<file path="src/rtl/lcd_text_ctrl.sv">
// HD44780 16x2 character LCD sequencer: power-up wait, init commands, then
// scans a 32-entry character ROM and writes it with fixed E-strobe timing.
module lcd_text_ctrl #(
    parameter int unsigned T_POWERUP    = 750000,
    parameter int unsigned T_SETUP      = 4,
    parameter int unsigned T_EN         = 12,
    parameter int unsigned T_CMD        = 2000,
    parameter int unsigned T_CLEAR      = 82000,
    parameter bit          AUTO_REFRESH = 1'b0
) (
    input  logic       clk,
    input  logic       reset,
    input  logic       refresh,
    input  logic [6:0] char_code,
    output logic [7:0] char_xy,
    output logic [7:0] lcd_data,
    output logic       lcd_rs,
    output logic       lcd_rw,
    output logic       lcd_e,
    output logic       ready,
    output logic       frame_done
);
    localparam int unsigned CW = 20;

    typedef enum logic [2:0] {
        S_POWER, S_INIT, S_ADDR0, S_ROW0, S_ADDR1, S_ROW1, S_IDLE
    } state_t;

    typedef enum logic [1:0] {P_SETUP, P_PULSE, P_WAIT} phase_t;

    state_t        state, state_nxt;
    phase_t        phase, phase_nxt;
    logic [CW-1:0] cnt, cnt_nxt;
    logic [1:0]    step, step_nxt;
    logic [4:0]    xy, xy_nxt;
    logic [7:0]    data_nxt;
    logic          rs_nxt, e_nxt, ready_nxt, done_nxt;
    logic          pend, pend_nxt;

    logic          last_c, wait_long_c, adv_xy_c;
    logic          start_c, start_rs_c, enter_addr0_c;
    logic [7:0]    start_data_c;

    function automatic logic [7:0] init_cmd(input logic [1:0] i);
        case (i)
            2'd0:    return 8'h38;
            2'd1:    return 8'h0C;
            2'd2:    return 8'h01;
            default: return 8'h06;
        endcase
    endfunction

    assign lcd_rw      = 1'b0;
    assign char_xy     = {3'b000, xy};
    assign wait_long_c = !lcd_rs && (lcd_data == 8'h01);

    always_ff @(posedge clk or posedge reset) begin
        if (reset) begin
            state      <= S_POWER;
            phase      <= P_SETUP;
            cnt        <= CW'(T_POWERUP - 1);
            step       <= 2'd0;
            xy         <= 5'd0;
            lcd_data   <= 8'h00;
            lcd_rs     <= 1'b0;
            lcd_e      <= 1'b0;
            ready      <= 1'b0;
            frame_done <= 1'b0;
            pend       <= 1'b0;
        end else begin
            state      <= state_nxt;
            phase      <= phase_nxt;
            cnt        <= cnt_nxt;
            step       <= step_nxt;
            xy         <= xy_nxt;
            lcd_data   <= data_nxt;
            lcd_rs     <= rs_nxt;
            lcd_e      <= e_nxt;
            ready      <= ready_nxt;
            frame_done <= done_nxt;
            pend       <= pend_nxt;
        end
    end

    always_comb begin
        state_nxt     = state;
        phase_nxt     = phase;
        step_nxt      = step;
        xy_nxt        = xy;
        data_nxt      = lcd_data;
        rs_nxt        = lcd_rs;
        e_nxt         = lcd_e;
        ready_nxt     = ready;
        done_nxt      = 1'b0;
        pend_nxt      = pend;
        start_c       = 1'b0;
        start_rs_c    = 1'b0;
        start_data_c  = 8'h00;
        enter_addr0_c = 1'b0;
        last_c        = (cnt == '0);
        cnt_nxt       = last_c ? cnt : cnt - CW'(1);

        // ROM address advances one cycle before the WAIT ends so the next SETUP samples a settled ROM
        adv_xy_c = (phase == P_WAIT && cnt == CW'(1)) ||
                   (T_CMD == 1 && phase == P_PULSE && last_c);

        if (refresh && state != S_POWER && state != S_INIT && state != S_IDLE)
            pend_nxt = 1'b1;

        if ((state == S_ROW0 || state == S_ROW1) && adv_xy_c)
            xy_nxt = xy + 5'd1;

        case (state)
            S_POWER: begin
                if (last_c) begin
                    state_nxt    = S_INIT;
                    step_nxt     = 2'd0;
                    start_c      = 1'b1;
                    start_data_c = init_cmd(2'd0);
                end
            end
            S_IDLE: begin
                if (pend || refresh) begin
                    ready_nxt     = 1'b0;
                    enter_addr0_c = 1'b1;
                end
            end
            default: begin
                case (phase)
                    P_SETUP: begin
                        if (last_c) begin
                            phase_nxt = P_PULSE;
                            cnt_nxt   = CW'(T_EN - 1);
                            e_nxt     = 1'b1;
                        end
                    end
                    P_PULSE: begin
                        if (last_c) begin
                            phase_nxt = P_WAIT;
                            cnt_nxt   = wait_long_c ? CW'(T_CLEAR - 1) : CW'(T_CMD - 1);
                            e_nxt     = 1'b0;
                        end
                    end
                    default: begin
                        if (last_c) begin
                            case (state)
                                S_INIT: begin
                                    if (step == 2'd3) begin
                                        enter_addr0_c = 1'b1;
                                    end else begin
                                        step_nxt     = step + 2'd1;
                                        start_c      = 1'b1;
                                        start_data_c = init_cmd(step + 2'd1);
                                    end
                                end
                                S_ADDR0: begin
                                    state_nxt    = S_ROW0;
                                    start_c      = 1'b1;
                                    start_rs_c   = 1'b1;
                                    start_data_c = {1'b0, char_code};
                                end
                                S_ROW0: begin
                                    start_c = 1'b1;
                                    if (xy[4]) begin
                                        state_nxt    = S_ADDR1;
                                        start_data_c = 8'hC0;
                                    end else begin
                                        start_rs_c   = 1'b1;
                                        start_data_c = {1'b0, char_code};
                                    end
                                end
                                S_ADDR1: begin
                                    state_nxt    = S_ROW1;
                                    start_c      = 1'b1;
                                    start_rs_c   = 1'b1;
                                    start_data_c = {1'b0, char_code};
                                end
                                default: begin
                                    if (xy == 5'd0) begin
                                        done_nxt = 1'b1;
                                        if (AUTO_REFRESH) begin
                                            enter_addr0_c = 1'b1;
                                        end else begin
                                            state_nxt = S_IDLE;
                                            ready_nxt = 1'b1;
                                        end
                                    end else begin
                                        start_c      = 1'b1;
                                        start_rs_c   = 1'b1;
                                        start_data_c = {1'b0, char_code};
                                    end
                                end
                            endcase
                        end
                    end
                endcase
            end
        endcase

        if (enter_addr0_c) begin
            state_nxt    = S_ADDR0;
            pend_nxt     = 1'b0;
            xy_nxt       = 5'd0;
            start_c      = 1'b1;
            start_rs_c   = 1'b0;
            start_data_c = 8'h80;
        end

        if (start_c) begin
            phase_nxt = P_SETUP;
            cnt_nxt   = CW'(T_SETUP - 1);
            data_nxt  = start_data_c;
            rs_nxt    = start_rs_c;
            e_nxt     = 1'b0;
        end
    end
endmodule

</file>
<file path="config.mk">
export PLATFORM = sky130hd
export DESIGN_NAME = lcd_text_ctrl
export DESIGN_NICKNAME = d
export VERILOG_FILES = /design/src/rtl/lcd_text_ctrl.sv
export SDC_FILE = /design/constraint.sdc
export NUM_CORES = 1
export LEC_CHECK = 0
export BUFFER_PORTS_ARGS = -buffer_cell sky130_fd_sc_hd__buf_2
export CAP_MARGIN = 20
export CORE_AREA = 2 2 72 74
export CTS_CLUSTER_DIAMETER = 40
export DETAILED_ROUTE_END_ITERATION = 8
export DIE_AREA = 0 0 74 76
export PLACE_DENSITY = 0.8
export RECOVER_POWER = 50
export SETUP_SLACK_MARGIN = 0.1
export SYNTH_ARGS = -nofsm -noshare
export SYNTH_HDL_FRONTEND = slang
export SYNTH_SLANG_ARGS = --single-unit
</file>
<file path="constraint.sdc">
create_clock -name clk -period 4.7 [get_ports clk]
set_input_delay 0.94 -clock clk [delete_from_list [all_inputs] [get_ports clk]]
set_output_delay 0.94 -clock clk [all_outputs]
set_load 0.005 [all_outputs]
</file>
Word level (Yosys, flattened, before mapping)
Cells that the tools add are included.
W data, S select, Z words.
{"block": "totals", "latchBits": 0, "wordCells": 151, "rom_bits": 0, "register_bits": 45, "mem_bits_rw": 0, "memories": 0, "in_bits": 10, "output_inout_bits": 21}
{"block": "classes", "n_shift": 0, "n_eq_ne": 27, "n_reduce_logical": 32, "n_mux": 76, "n_mul": 0, "bitwise_logic": 2, "n_div": 0, "addsub": 3, "magnitude_cmp": 0}
{"cell": "$mux W20", "n": 5}
{"cell": "$pmux W20 S2", "n": 1}
{"cell": "$mux W1", "n": 32}
{"cell": "$mux W8", "n": 4}
{"cell": "$pmux W8 S3", "n": 1}
{"cell": "$eq A20 B1 Y1 const B", "n": 1}
{"cell": "$logic_not A20 Y1", "n": 1}
{"cell": "$sub A20 B1 Y20 const B", "n": 1}
{"cell": "$mux W2", "n": 9}
{"cell": "$mux W3", "n": 6}
{"cell": "$pmux W6 S3", "n": 1}
{"cell": "$mux W17", "n": 1}
{"cell": "$pmux W8 S2", "n": 1}
{"cell": "$mux W6", "n": 2}
{"cell": "$pmux W3 S4", "n": 1}
{"cell": "$reduce_and A6 Y1", "n": 2}
{"cell": "$reduce_bool A2 Y1", "n": 6}
{"cell": "$mux W5", "n": 2}
{"cell": "$ne A2 B1 Y1 const B", "n": 5}
{"cell": "$pmux W1 S2", "n": 5}
{"cell": "$eq A3 B3 Y1 const B", "n": 3}
{"cell": "$ne A3 B3 Y1 const B", "n": 3}
{"cell": "$eq A8 B1 Y1 const B", "n": 1}
{"cell": "$pmux W2 S2", "n": 2}
{"cell": "other kinds (27)", "n": 44}

Longest topological paths before layout
{"block": "logic_depth", "depth_word": 9, "depth_mapped": 8, "ltp_nobuf": 7}

Worst setup path before layout
No wires, ideal clock.
{"block": "synth_path", "kind": "register -> register", "startpoint": "register xy[0]", "endpoint": "register cnt[7]", "path_buffers": 1, "arrival_ns": 2.209, "stages_incl_launch_ff": 9, "required_time_ns": 4.611, "slack_ns": 2.401, "synth_period_minus_slack_ns": 2.299, "cell_sequence": "dfrtp_1 inv_1 ha_1 or4b_1 buf_2 a221o_1 a31oi_4 o31ai_2 a311oi_2"}
{"block": "synth_via", "elab_chain_len": 8}
{"item": "from (decl)", "line_no": "35", "source": "logic [4:0] xy, xy_nxt;"}
{"item": "from (signal assigned)", "line_no": "75", "source": "xy <= xy_nxt;"}
{"item": "$logic_not A5 Y1", "line_no": "179", "source": "if (xy == 5'd0) begin"}
{"item": "$mux W1", "line_no": "179"}
{"item": "$pmux W1 S2", "line_no": "146", "source": "case (state)"}
{"item": "$mux W1", "line_no": "145", "source": "if (last_c) begin"}
{"item": "$mux W1", "line_no": "129", "source": "case (phase)"}
{"item": "$pmux W1 S2", "line_no": "113", "source": "case (state)"}
{"item": "$mux W1", "line_no": "200", "source": "if (enter_addr0_c) begin"}
{"item": "$mux W20", "line_no": "209", "source": "if (start_c) begin"}
{"item": "via cnt_nxt[7]", "line_no": "33", "source": "logic [CW-1:0] cnt, cnt_nxt;"}
{"item": "to (signal assigned)", "line_no": "61", "source": "cnt <= CW'(T_POWERUP - 1);"}
{"item": "to (signal assigned)", "line_no": "73", "source": "cnt <= cnt_nxt;"}
{"item": "to (decl)", "line_no": "33"}
The timed path passes the listed nets, and every way through them passes these cells.
A chain may end at the register's enable or synchronous reset.

==> report_table.html <==
<table>
<tr><th>Metric</th><th>Value</th></tr>
<tr><th colspan="2">Run status</th></tr>
<tr><td>Status</td><td>finished with violations</td></tr>
<tr><td>Violated checks</td><td>max-capacitance violations, max-slew violations</td></tr>
<tr><th colspan="2">Final layout</th></tr>
<tr><td>Area grow syn2layout</td><td>9.403%</td></tr>
<tr><td>Final Net Count</td><td>362</td></tr>
<tr><td>Number of inserted filler cells in the final layout</td><td>439</td></tr>
<tr><td># diodes</td><td>0</td></tr>
<tr><td>Proportion of layout cells with a drive suffix above 1</td><td>16.33%</td></tr>
<tr><td>Fin cells</td><td>413</td></tr>
<tr><th colspan="2">Hold path</th></tr>
<tr><td>Startpoint of the worst hold path</td><td>ready</td></tr>
<tr><td>Hold path endpoint</td><td>ready</td></tr>
<tr><td>Number of instances on the worst hold path</td><td>1</td></tr>
<tr><td>Worst min-delay path class</td><td>flop to flop</td></tr>
<tr><th colspan="2">Pwr</th></tr>
<tr><td>Switch share</td><td>32.31%</td></tr>
<tr><td>Combinational power share</td><td>21.8%</td></tr>
<tr><td>P_int</td><td>0.7265 mW</td></tr>
<tr><td>Static power due to leakage</td><td>1.308 nW</td></tr>
<tr><td>Clock power share</td><td>26.5%</td></tr>
<tr><td>Net Sw Power</td><td>0.3468 mW</td></tr>
<tr><td>Sequential share of power</td><td>51.7%</td></tr>
<tr><td>Worst vdd rail ir drop</td><td>136.9 µV</td></tr>
<tr><td>P per Cell Area</td><td>344.5 mW/mm²</td></tr>
<tr><td>Power Total</td><td>1.073 mW</td></tr>
<tr><th colspan="2">Setup path</th></tr>
<tr><td>Critical path's top delay family</td><td>buffers and inverters</td></tr>
<tr><td>Critical path required time</td><td>4.63 ns</td></tr>
<tr><td>Critical-path top delay cell</td><td>sky130_fd_sc_hd__clkbuf_1</td></tr>
<tr><td>Peak per-stage delay on the critical path</td><td>1.64 ns</td></tr>
<tr><td>CP Buf/Inv Count</td><td>3</td></tr>
<tr><td>Ordered cell list for the critical path</td><td>buf_2 -&gt; clkinv_1 -&gt; clkbuf_1</td></tr>
<tr><td>Destination of the worst register-to-register timing path</td><td>lcd_data[7]</td></tr>
<tr><td>Type of the setup path with the least slack</td><td>primary input to asynchronous set/reset pin</td></tr>
<tr><td>Type of origin of the critical path</td><td>primary input</td></tr>
<tr><td>Crit path arrival time</td><td>2.72 ns</td></tr>
<tr><td>Number of cells traversed by the worst register-to-register path</td><td>5</td></tr>
<tr><td>Kind of capture point of the worst setup path</td><td>asynchronous set/reset pin</td></tr>
<tr><td>Biggest fanout along the worst timing path</td><td>44</td></tr>
<tr><td>Critical R2R Launch</td><td>cnt[13]</td></tr>
<tr><td>Worst reg-to-reg setup slack</td><td>2.09 ns</td></tr>
<tr><th colspan="2">CTS</th></tr>
<tr><td>CTS H-Tree Depth</td><td>2</td></tr>
<tr><td># hold bufs at CTS</td><td>0</td></tr>
<tr><td>Number of clock sinks</td><td>44</td></tr>
<tr><td>Post-CTS setup buffers</td><td>0</td></tr>
<tr><td>Number of buffers between clock root and the deepest sink</td><td>2</td></tr>
<tr><td>Clock tree from TritonCTS</td><td>yes</td></tr>
<tr><td>Worst-path clk slew</td><td>0.08 ns</td></tr>
<tr><td>CTS buffer count</td><td>5</td></tr>
<tr><td>Number of cells upsized or downsized after cts</td><td>0</td></tr>
<tr><td>Worst skew pair latency</td><td>0.30 ns</td></tr>
<tr><td>Clock Root Buffer</td><td>sky130_fd_sc_hd__clkbuf_8</td></tr>
<tr><th colspan="2">Die</th></tr>
<tr><td>Placement Rows</td><td>26</td></tr>
<tr><td>Area of the core region</td><td>0.004912 mm²</td></tr>
<tr><td>Horizontal die dimension</td><td>74 µm</td></tr>
<tr><td>I/O pin total</td><td>31</td></tr>
<tr><td>Y dimension of the die</td><td>76 µm</td></tr>
<tr><td>Total die area</td><td>0.005624 mm²</td></tr>
<tr><td>Initial Utilization</td><td>57.97%</td></tr>
<tr><th colspan="2">Timing</th></tr>
<tr><td>Final setup violating endpoints</td><td>0</td></tr>
<tr><td>Final hold violation count</td><td>0</td></tr>
<tr><td>Total negative slack</td><td>0 ns</td></tr>
<tr><td>Pin slew with the least headroom to its limit</td><td>2.317 ns</td></tr>
<tr><td>Final cycle utilization of the critical path</td><td>59.43%</td></tr>
<tr><td>Min Tclk post-route</td><td>2.793 ns</td></tr>
<tr><td>Highest clock rate</td><td>358.0 MHz</td></tr>
<tr><td>RSZ-0062 raised after global routing</td><td>no</td></tr>
<tr><td>Max transition margin</td><td>-54.44%</td></tr>
<tr><td>Final setup skew</td><td>0.007239 ns</td></tr>
<tr><td>Final slew viol count</td><td>45</td></tr>
<tr><td>Final-layout worst hold slack</td><td>0.4842 ns</td></tr>
<tr><th colspan="2">Yosys</th></tr>
<tr><td>Total of flip-flops plus latches after synthesis</td><td>44</td></tr>
<tr><td>Number of standard cells after synthesis</td><td>320</td></tr>
<tr><td>Post-synth design cell area</td><td>0.002848 mm²</td></tr>
<tr><td>Count of distinct cell types in the synthesized netlist</td><td>61</td></tr>
<tr><td>Proportion of register bits with asynchronous set or reset after synthesis</td><td>100.0%</td></tr>
<tr><td>Most used flip-flop cell after synthesis</td><td>sky130_fd_sc_hd__dfrtp_1</td></tr>
<tr><td>Synth Area per Inst</td><td>8.899 µm²</td></tr>
<tr><td>Number of synthesis warnings</td><td>0</td></tr>
<tr><td>Number of enable flip-flop cells after synthesis</td><td>0</td></tr>
<tr><td>Sequential cell area fraction in the yosys report</td><td>39.24%</td></tr>
<tr><th colspan="2">Routing</th></tr>
<tr><td>Post-Route WL</td><td>6.768 mm</td></tr>
<tr><td>Violation count after the first detailed-route iteration</td><td>241</td></tr>
<tr><td>Vias after detailed routing</td><td>2542</td></tr>
<tr><td>ANT nets after route</td><td>0</td></tr>
<tr><td>Detailed-route wire length per cell</td><td>16.39 µm</td></tr>
<tr><td>First-pass detailed-route iteration total</td><td>5</td></tr>
<tr><td>Ratio of routed vias to standard cells</td><td>6.155</td></tr>
<tr><td>Drt drc</td><td>0</td></tr>
<tr><th colspan="2">GRT</th></tr>
<tr><td>Maximum number of pins on one net before global-route repair</td><td>45</td></tr>
<tr><td>Antenna violations before repair</td><td>0</td></tr>
<tr><td>Via count of the first global-routing pass</td><td>2392</td></tr>
<tr><td>Global routing usage summed across all routing layers</td><td>25.78%</td></tr>
<tr><td>Global-route wire length before repair</td><td>11.45 mm</td></tr>
<tr><td>Congestion Overflow GR</td><td>0</td></tr>
<tr><th colspan="2">Placed design</th></tr>
<tr><td>Gpl congestion</td><td>0.8920</td></tr>
<tr><td>Half-perimeter wire length after placement</td><td>5.004 mm</td></tr>
<tr><td>Number of placed instances with taps included</td><td>405</td></tr>
<tr><td>Quantity of I/O buffers inserted on ports</td><td>26</td></tr>
<tr><th colspan="2">Run</th></tr>
<tr><td>Max-cap violations</td><td>1</td></tr>
</table>
-- area by class of cell --
class	count	area [µm²]	area share, %
multi-input combinational	254	1635	52.49
sequential	44	1117	35.86
timing repair buffer	27	130.1	4.177
tap	70	87.58	2.811
clock buffer	6	72.57	2.329
inverter	10	37.54	1.205
clock inverter	2	35.03	1.124
-- per-layer routing --
layer | vias up | track usage [%] | routed length (µm)
li1 | 1219 | - | -
met1 | 1225 | 37.62 | 3101
met2 | 83 | 38.30 | 3194
met3 | 15 | 5.026 | 338
met4 | 0 | 8.182 | 133
met5 | - | 0 | 0
-- worst register-to-register path: cells and delay by family, from the launching register on --
kind            cells  cell delay (ns)
simple gates        3             1.03
compound gates      2             1.12
flops               1             0.40
-- power by group through the flow --
| stage | Sequential (mW) | Clock (mW) | Combinational [mW] |
|---|---|---|---|
| 2_1_floorplan | 0.538 | 0 | 0.191 |
| 3_5_place_dp | 0.559 | 0 | 0.231 |
| 5_1_grt | 0.569 | 0.309 | 0.263 |
| 3_3_place_gp | 0.556 | 0 | 0.231 |
| 6_report | 0.555 | 0.285 | 0.234 |
| 4_1_cts | 0.553 | 0.288 | 0.232 |
-- how the worst max path moves through the flow --
stage / slack, ns / to / cells after the start / start
after global routing: 1.41 / step[0] / 3 / reset
after CTS: 2.12 / lcd_data[7] / 5 / cnt[13]
after floorplan: 2.40 / cnt[7] / 8 / xy[0]
after global placement: 2.15 / cnt[7] / 7 / xy[0]
final: 1.91 / cnt[15] / 3 / reset
after detailed placement: 2.14 / lcd_data[7] / 5 / cnt[13]
-- cell usage after synthesis (3+ instances only) --
| library cell | instances | share of area (%) |
|---|---|---|
| sky130_fd_sc_hd__nor2_1 | 29 | 3.8 |
| sky130_fd_sc_hd__and4_1 | 3 | 0.92 |
| sky130_fd_sc_hd__nand3_1 | 15 | 2.6 |
| sky130_fd_sc_hd__buf_2 | 4 | 0.70 |
| sky130_fd_sc_hd__nor4_1 | 8 | 1.8 |
| sky130_fd_sc_hd__xor2_1 | 7 | 2.2 |
| sky130_fd_sc_hd__nand2_1 | 23 | 3.0 |
| sky130_fd_sc_hd__nor3_1 | 11 | 1.9 |
| sky130_fd_sc_hd__buf_4 | 4 | 1.1 |
| sky130_fd_sc_hd__a21oi_1 | 20 | 3.5 |
| sky130_fd_sc_hd__inv_1 | 10 | 1.3 |
| sky130_fd_sc_hd__nand2b_1 | 7 | 1.5 |
| sky130_fd_sc_hd__o22ai_1 | 4 | 0.88 |
| sky130_fd_sc_hd__o31ai_1 | 6 | 1.6 |
| sky130_fd_sc_hd__or4_1 | 4 | 1.1 |
| sky130_fd_sc_hd__a211oi_1 | 6 | 1.6 |
| sky130_fd_sc_hd__a31oi_1 | 5 | 1.1 |
| sky130_fd_sc_hd__dfrtp_1 | 31 | 27 |
| sky130_fd_sc_hd__mux2i_1 | 4 | 1.4 |
| sky130_fd_sc_hd__and2_1 | 6 | 1.3 |
| sky130_fd_sc_hd__dfstp_2 | 13 | 12 |
| sky130_fd_sc_hd__nor2b_1 | 4 | 0.88 |
| sky130_fd_sc_hd__o21ai_0 | 13 | 2.3 |
| sky130_fd_sc_hd__nand4_1 | 5 | 1.1 |
| sky130_fd_sc_hd__a21o_1 | 3 | 0.79 |
| sky130_fd_sc_hd__o21ai_1 | 10 | 1.8 |
| sky130_fd_sc_hd__clkbuf_1 | 6 | 0.79 |
| sky130_fd_sc_hd__or3_1 | 5 | 1.1 |
| sky130_fd_sc_hd__xnor2_1 | 6 | 1.8 |
| sky130_fd_sc_hd__ha_1 | 10 | 4.4 |
-- cells in the final DEF, fill, tap and decap left out, types with 3 or more instances in the layout --
cell and instances:
sky130_fd_sc_hd__inv_1 9, sky130_fd_sc_hd__dfstp_2 13, sky130_fd_sc_hd__xor2_1 7, sky130_fd_sc_hd__xnor2_1 6
sky130_fd_sc_hd__a21oi_1 20, sky130_fd_sc_hd__ha_1 10, sky130_fd_sc_hd__conb_1 4, sky130_fd_sc_hd__and4_1 3
sky130_fd_sc_hd__nor2_1 29, sky130_fd_sc_hd__or4_1 4, sky130_fd_sc_hd__clkbuf_8 5, sky130_fd_sc_hd__nand2_1 23
sky130_fd_sc_hd__o21ai_0 13, sky130_fd_sc_hd__o21ai_1 10, sky130_fd_sc_hd__buf_2 23, sky130_fd_sc_hd__nor4_1 8
sky130_fd_sc_hd__nand3_1 15, sky130_fd_sc_hd__a31oi_1 5, sky130_fd_sc_hd__o31ai_1 6, sky130_fd_sc_hd__a21o_1 3
sky130_fd_sc_hd__o22ai_1 4, sky130_fd_sc_hd__and2_1 6, sky130_fd_sc_hd__nor3_1 11, sky130_fd_sc_hd__mux2i_1 4
sky130_fd_sc_hd__nand4_1 5, sky130_fd_sc_hd__a211oi_1 6, sky130_fd_sc_hd__or3_1 5, sky130_fd_sc_hd__dfrtp_1 31
sky130_fd_sc_hd__nor2b_1 4, sky130_fd_sc_hd__nand2b_1 7, sky130_fd_sc_hd__clkbuf_1 4
-- logic make-up after synthesis --
logic type                 Yosys count  share of synthesized area [%]
DFF                                 44                          39.24
and+or+nand+nor                    137                          26.54
buffers and inverters               25                          3.998
muxes                                4                          1.406
xor gates and xnor gates            13                          3.998
AOI/OAI and AO/OA                   86                          20.30
other                                1                         0.1317
adders and majority gates           10                          4.394
-- per-stage QoR --
stage	worst slack [ns]	util (%)	cell area [µm²]
2_1_floorplan	2.401	-	2859
3_3_place_gp	2.153	61.39	3015
3_5_place_dp	2.136	61.39	3015
4_1_cts	2.121	63.58	3123
5_1_grt	1.415	63.42	3115
6_report	1.907	63.42	3115
-- registers in the layout, summed over array words and instances (netlist names) --
name        flops
pend            1
xy              5
step            2
phase           2
cnt            20
frame_done      1
lcd_data        8
ready           1
state           3
lcd_rs          1
No activity file was read; power rests on OpenSTA's default activity.
